--- src/rtl/fencer_action_fsm.sv ---
// Per-player fencing action controller: latches IR commands, samples frame data and steps
// the rest/block/lunge/attack/score/recover/dead machine once per frame.
module fencer_action_fsm #(
    parameter int unsigned COORD_X_W         = 11,
    parameter int unsigned COORD_Y_W         = 10,
    parameter int unsigned HEALTH_W          = 3,
    parameter int unsigned HEALTH_INIT       = 5,
    parameter int unsigned ATTACK_MAX_FRAMES = 30,
    parameter int unsigned BLOCK_MAX_FRAMES  = 90,
    parameter int unsigned RECOVER_FRAMES    = 20
) (
    input  logic                 clk_pixel_in,
    input  logic                 rst_in,
    input  logic                 ir_in_valid,
    input  logic                 block_in,
    input  logic                 lunge_in,
    input  logic                 release_in,
    input  logic                 frame_valid_in,
    input  logic [COORD_X_W-1:0] saber_x_in,
    input  logic [COORD_Y_W-1:0] saber_y_in,
    input  logic                 opponent_scored_in,
    input  logic                 attack_hit_in,
    input  logic                 saber_clash_in,
    output logic [1:0]           saber_state_out,
    output logic [COORD_X_W-1:0] attack_x_out,
    output logic [COORD_Y_W-1:0] attack_y_out,
    output logic [HEALTH_W-1:0]  health_out,
    output logic                 player_scored_out,
    output logic                 game_over_out,
    output logic                 data_out_valid
);

    localparam int unsigned MAX_AB  = (ATTACK_MAX_FRAMES > BLOCK_MAX_FRAMES) ?
                                      ATTACK_MAX_FRAMES : BLOCK_MAX_FRAMES;
    localparam int unsigned MAX_ALL = (MAX_AB > RECOVER_FRAMES) ? MAX_AB : RECOVER_FRAMES;
    localparam int unsigned CNT_W   = $clog2(MAX_ALL) + 1;

    localparam logic [CNT_W-1:0]    ATK_LAST = CNT_W'(ATTACK_MAX_FRAMES - 1);
    localparam logic [CNT_W-1:0]    BLK_LAST = CNT_W'(BLOCK_MAX_FRAMES - 1);
    localparam logic [CNT_W-1:0]    REC_LAST = CNT_W'(RECOVER_FRAMES - 1);
    localparam logic [HEALTH_W-1:0] HP_INIT  = HEALTH_W'(HEALTH_INIT);
    localparam bit                  BLK_LIMITED = (BLOCK_MAX_FRAMES != 0);

    typedef enum logic [2:0] {
        StRest,
        StBlock,
        StLunge,
        StAttack,
        StScore,
        StRecover,
        StDead
    } state_e;

    state_e               state_q, state_d;
    logic [CNT_W-1:0]     cnt_q, cnt_d;
    logic [HEALTH_W-1:0]  health_q, health_d;
    logic [COORD_X_W-1:0] atk_x_q, atk_x_d;
    logic [COORD_Y_W-1:0] atk_y_q, atk_y_d;
    logic                 scored_q, scored_d;

    logic                 blk_q, lng_q, rel_q;
    logic                 step_pending_q, step, beat_q;
    logic [COORD_X_W-1:0] smp_x_q;
    logic [COORD_Y_W-1:0] smp_y_q;
    logic                 smp_opp_q, smp_hit_q, smp_clash_q;

    logic [1:0]           saber_code;
    logic                 show_atk;

    // A new frame strobe arriving while a step is pending overwrites the sample and
    // postpones the step, so back-to-back strobes produce a single step.
    assign step = step_pending_q & ~frame_valid_in;

    // Sticky commands clear on the step cycle; a command arriving on that same edge is kept.
    always_ff @(posedge clk_pixel_in) begin
        if (rst_in) begin
            blk_q <= 1'b0;
            lng_q <= 1'b0;
            rel_q <= 1'b0;
        end else if (step) begin
            blk_q <= ir_in_valid & block_in;
            lng_q <= ir_in_valid & lunge_in;
            rel_q <= ir_in_valid & release_in;
        end else if (ir_in_valid) begin
            blk_q <= blk_q | block_in;
            lng_q <= lng_q | lunge_in;
            rel_q <= rel_q | release_in;
        end
    end

    always_ff @(posedge clk_pixel_in) begin
        if (rst_in) begin
            step_pending_q <= 1'b0;
            smp_x_q        <= '0;
            smp_y_q        <= '0;
            smp_opp_q      <= 1'b0;
            smp_hit_q      <= 1'b0;
            smp_clash_q    <= 1'b0;
        end else begin
            step_pending_q <= frame_valid_in;
            if (frame_valid_in) begin
                smp_x_q     <= saber_x_in;
                smp_y_q     <= saber_y_in;
                smp_opp_q   <= opponent_scored_in;
                smp_hit_q   <= attack_hit_in;
                smp_clash_q <= saber_clash_in;
            end
        end
    end

    always_comb begin
        state_d  = state_q;
        cnt_d    = cnt_q;
        health_d = health_q;
        atk_x_d  = atk_x_q;
        atk_y_d  = atk_y_q;
        scored_d = scored_q;

        if (step) begin
            scored_d = 1'b0;
            unique case (state_q)
                StRest: begin
                    if (blk_q) begin
                        state_d = StBlock;
                    end else if (lng_q) begin
                        state_d = StLunge;
                        atk_x_d = smp_x_q;
                        atk_y_d = smp_y_q;
                    end
                end
                StBlock: begin
                    if (rel_q) begin
                        state_d = StRest;
                    end else if (BLK_LIMITED && cnt_q == BLK_LAST) begin
                        state_d = StRecover;
                    end
                end
                StLunge: state_d = StAttack;
                StAttack: begin
                    if (rel_q && smp_hit_q) begin
                        state_d  = StScore;
                        scored_d = 1'b1;
                    end else if (smp_clash_q || rel_q || cnt_q == ATK_LAST) begin
                        state_d = StRecover;
                    end
                end
                StScore: state_d = StRecover;
                StRecover: begin
                    if (cnt_q == REC_LAST) begin
                        state_d = StRest;
                    end
                end
                StDead: state_d = StDead;
                default: state_d = StRest;
            endcase

            // Losing the last point wins over any move, but a simultaneous hit still scores.
            if (smp_opp_q && health_q != '0) begin
                health_d = health_q - 1'b1;
                if (health_d == '0) begin
                    state_d = StDead;
                end
            end

            if (state_d != state_q) begin
                cnt_d = '0;
            end else if (cnt_q != '1) begin
                cnt_d = cnt_q + 1'b1;
            end
        end
    end

    always_ff @(posedge clk_pixel_in) begin
        if (rst_in) begin
            state_q  <= StRest;
            cnt_q    <= '0;
            health_q <= HP_INIT;
            atk_x_q  <= '0;
            atk_y_q  <= '0;
            scored_q <= 1'b0;
        end else begin
            state_q  <= state_d;
            cnt_q    <= cnt_d;
            health_q <= health_d;
            atk_x_q  <= atk_x_d;
            atk_y_q  <= atk_y_d;
            scored_q <= scored_d;
        end
    end

    always_comb begin
        saber_code = 2'b00;
        show_atk   = 1'b0;
        unique case (state_q)
            StLunge: begin
                saber_code = 2'b01;
                show_atk   = 1'b1;
            end
            StBlock:  saber_code = 2'b10;
            StAttack: begin
                saber_code = 2'b11;
                show_atk   = 1'b1;
            end
            StScore:  show_atk = 1'b1;
            default: begin
                saber_code = 2'b00;
                show_atk   = 1'b0;
            end
        endcase
    end

    // Outputs are captured one cycle after the step and held until the next beat.
    always_ff @(posedge clk_pixel_in) begin
        if (rst_in) begin
            beat_q            <= 1'b0;
            data_out_valid    <= 1'b0;
            saber_state_out   <= 2'b00;
            attack_x_out      <= '0;
            attack_y_out      <= '0;
            health_out        <= HP_INIT;
            player_scored_out <= 1'b0;
            game_over_out     <= 1'b0;
        end else begin
            beat_q         <= step;
            data_out_valid <= beat_q;
            if (beat_q) begin
                saber_state_out   <= saber_code;
                attack_x_out      <= show_atk ? atk_x_q : '0;
                attack_y_out      <= show_atk ? atk_y_q : '0;
                health_out        <= health_q;
                player_scored_out <= scored_q;
                game_over_out     <= (state_q == StDead);
            end
        end
    end

endmodule

--- config.mk ---
export PLATFORM = sky130hd
export DESIGN_NAME = fencer_action_fsm
export DESIGN_NICKNAME = d
export VERILOG_FILES = /design/src/rtl/fencer_action_fsm.sv
export SDC_FILE = /design/constraint.sdc
export NUM_CORES = 1
export LEC_CHECK = 0
export ABC_AREA = 1
export ABC_CLOCK_PERIOD_IN_PS = 2400
export CAP_MARGIN = 15
export CORE_ASPECT_RATIO = 0.6
export CORE_MARGIN = 2
export CORE_UTILIZATION = 45
export DETAILED_ROUTE_END_ITERATION = 8
export PLACE_DENSITY = 0.66
export SLEW_MARGIN = 5
export SYNTH_ARGS = -nofsm -noshare
export SYNTH_HDL_FRONTEND = slang
export SYNTH_SLANG_ARGS = --single-unit
--- constraint.sdc ---
create_clock -name clk_pixel_in -period 2.4 [get_ports clk_pixel_in]
set_input_delay 0.24 -clock clk_pixel_in [delete_from_list [all_inputs] [get_ports clk_pixel_in]]
set_output_delay 0.24 -clock clk_pixel_in [all_outputs]
set_load 0.01 [all_outputs]
==> impl_metrics.py <==
metrics = {
    "drt": {
        "first_iter_violations": 317,
        "wirelength_um": 9520,
        "viasPerCell": 5.07,
        "drt_first_pass_iters": 5,
        "drc": 0,
        "detail_route.wl_per_cell_um": 13.9,
        "postRouteAntennaNets": 0,
        "num_vias": 3472,
    },
    "setup_path": {
        "max_stage_delay_ps": 380,
        "reg2reg_to": "cnt_q[3]",
        "r2r_slack_ps": 300,
        "crit_fanout": 8,
        "r2r_start": "health_q[0]",
        "r2r_cells": 11,
        "cp-start-kind": "flop",
        "critPathArrivalTime_ps": 2370,
        "critPathLaunch": "health_q[0]",
        "cp-end-kind": "flop",
        "cpLargestDelayFamily": "simple AND/OR/NAND/NOR gates",
        "path_cells": "inv_1 -> ha_1 -> xnor2_1 -> nand3_2 -> nand2_1 -> nand2_1 -> nand2_2 -> nand3_2 -> nor2_4 -> nand4_1 -> a21oi_1",
        "required_ps": 2670,
        "path_class": "flop to flop",
        "crit_cells": 11,
        "timing.critical_path.buf_inv": 1,
        "cp_slowest_cell": "dfxtp_1",
        "cp-endpoint": "cnt_q[3]",
    },
    "sta": {
        "worst_slew_pin_slew_ps": 668,
        "worst_slew_margin_rel_pct": 55.3,
        "tns_ps": 0,
        "finalCritPeriodShare_pct": 87.3,
        "hold_viol_final": 0,
        "finalSetupViolCount": 0,
        "fmax_mhz": 477,
        "maxSlewViolCount": 0,
        "fin_crit_ps": 2100,
        "clock_skew_ps": 3.72,
        "rsz0062_at_grt": "false",
    },
    "run_status": {
        "outcome": "finished, final reports clean",
    },
    "global_route": {
        "antenna_found_initial": 0,
        "grt_overflow": 0,
        "grt_max_degree": 52,
        "grt_pass1_vias": 3018,
        "grt_pass1_wl_um": 15200,
        "grtUsageTotal_pct": 21.8,
    },
    "final_layout": {
        "post_route_cells_drive_above_1_share_pct": 7.50,
        "fin_cells": 685,
        "nets": 605,
        "area_growth_pct": 25.5,
        "layout_common_cells": "nor2_1 (114), dfxtp_1 (94), o21ai_0 (76)",
        "antenna_cells": 0,
        "final_common_cell": "nor2_1",
    },
    "power_and_ir_drop": {
        "powerDensity_nw_per_um2": 703,
        "peakVddDrop_mv": 0.343,
        "power_w": 0.00339,
        "total_leakage_power_nw": 1.98,
    },
    "clock_tree": {
        "cts_tree": "done",
        "h-tree-depth": 3,
        "clock_sinks": 94,
        "clk_transition_reported_paths_ps": 60,
        "cts-root-buf": "clkbuf_16",
        "cts_buffer_depth": 2,
        "cts_buffers": 9,
        "clk_latency_ps": 340,
    },
    "synthesis": {
        "synth_largest_area_cell": "dfxtp_1",
        "yosys_warnings": 0,
        "syn-num-nets": 554,
        "syn_avg_cell_area_um2": 7.42,
        "synth-seq-cells": 94,
        "synth_top_area_share_pct": 49.0,
        "syn_area_um2": 3840,
        "ys_top_cells_by_area": "dfxtp_1 (49%), nor2_1 (11%), o21ai_0 (9.9%)",
        "synthCells": 518,
        "yosysSeqAreaShare_pct": 49.0,
        "synth_cell_types": 28,
    },
    "job": {
        "maxCapViolations": 0,
    },
    "floorplan": {
        "ios": 60,
        "die_w_um": 123,
        "start_util_pct": 45.8,
        "die_h_um": 75.6,
        "die-area_um2": 9320,
        "core-area_um2": 8390,
        "rows": 26,
    },
    "placement": {
        "dp_hpwl_um": 6880,
        "io_buffers": 59,
        "gp_congestion": 0.900,
        "dp.cells": 670,
    },
    "worst_hold_path": {
        "hp-class": "input port to flop",
    },
}
-- timing repair --
action | CTS | global route
gates resized for setup | 0 | 1
hold buffers | 0 | 0
endpoints found under the setup margin | 0 | 2
buffers inserted | 0 | 0
hold endpoints to repair | 0 | 0
-- power by group --
group / leakage, nW / internal (W) / switching, W
Combinational: 1.07 / 0.000142 / 0.000189
Sequential: 0.767 / 0.00162 / 0.0000364
Clock: 0.141 / 0.000826 / 0.000577
Total: 1.98 / 0.00259 / 0.000803
-- sequential cells by signal (all words and copies together), names as in the netlist, 2 cells and up --
signal           flops
atk_x_q             11
atk_y_q             10
attack_x_out        11
attack_y_out        10
cnt_q                8
health_out           3
health_q             3
saber_state_out      2
smp_x_q             11
smp_y_q             10
state_q              3
-- cells in the mapped netlist (all sizes together) --
| library cell | instances |
|---|---|
| a21boi | 1 |
| a21oi | 41 |
| buf | 4 |
| clkbuf | 24 |
| clkinv | 1 |
| dfxtp | 94 |
| ha | 5 |
| inv | 34 |
| nand2 | 78 |
| nand3 | 16 |
| nand4 | 11 |
| nor2 | 118 |
| nor3 | 3 |
| nor4 | 3 |
| o211ai | 3 |
| o21ai | 76 |
| xnor2 | 1 |
| xor2 | 5 |
-- area by class of cell --
class	instances	area, um^2
repair buffers	68	658
clock inverters	4	47.5
flip-flops and latches	94	1880
multi-input cells	361	1720
inverters	35	134
well taps	112	140
clock buffers	11	243
fillers	813	3570
-- through the flow --
stage | utilization [%] | area, um^2 | setup WS (ps) | hold slack [ps]
5_1_grt | 57.5 | 4820 | 84.5 | 452
3_5_place_dp | 53.9 | 4530 | 281 | 458
3_3_place_gp | 53.9 | 4530 | 382 | 453
2_1_floorplan | - | 3840 | 638 | 375
6_report | 57.5 | 4820 | 305 | 452
4_1_cts | 57.4 | 4820 | 245 | 444
-- how the worst min path moves through the flow --
stage | start | endpoint | slack [ps] | depth (start not counted)
4_1_cts | lunge_in | lng_q | 440 | 3
5_1_grt | lunge_in | lng_q | 450 | 3
6_report | lunge_in | lng_q | 450 | 3
2_1_floorplan | saber_x_in[8] | smp_x_q[8] | 370 | 2
3_5_place_dp | atk_x_q[7] | attack_x_out[7] | 460 | 2
3_3_place_gp | lng_q | lng_q | 450 | 2
-- routing by layer --
layer | global-route usage [%] | wire [um] | vias up
li1 | - | - | 1790
met1 | 35.7 | 5320 | 1547
met2 | 26.5 | 3410 | 123
met3 | 6.14 | 703 | 12
met4 | 6.19 | 84 | 0
met5 | 0 | 0 | -
-- worst min-delay path: cells and delay by family --
kind / cells / cell delay [ps]
compound gates: 1 / 50
buf+inv: 1 / 390
simple gates: 1 / 60
-- kinds of logic after synthesis --
family | after synthesis | share of synthesized area [%]
xor+xnor | 6 | 1.37
compound gates | 121 | 16.1
buf+inv | 63 | 6.48
fa+ha+maj | 5 | 1.63
flops | 94 | 49.0
simple gates | 229 | 25.5
(Power assumes the default switching activity.)
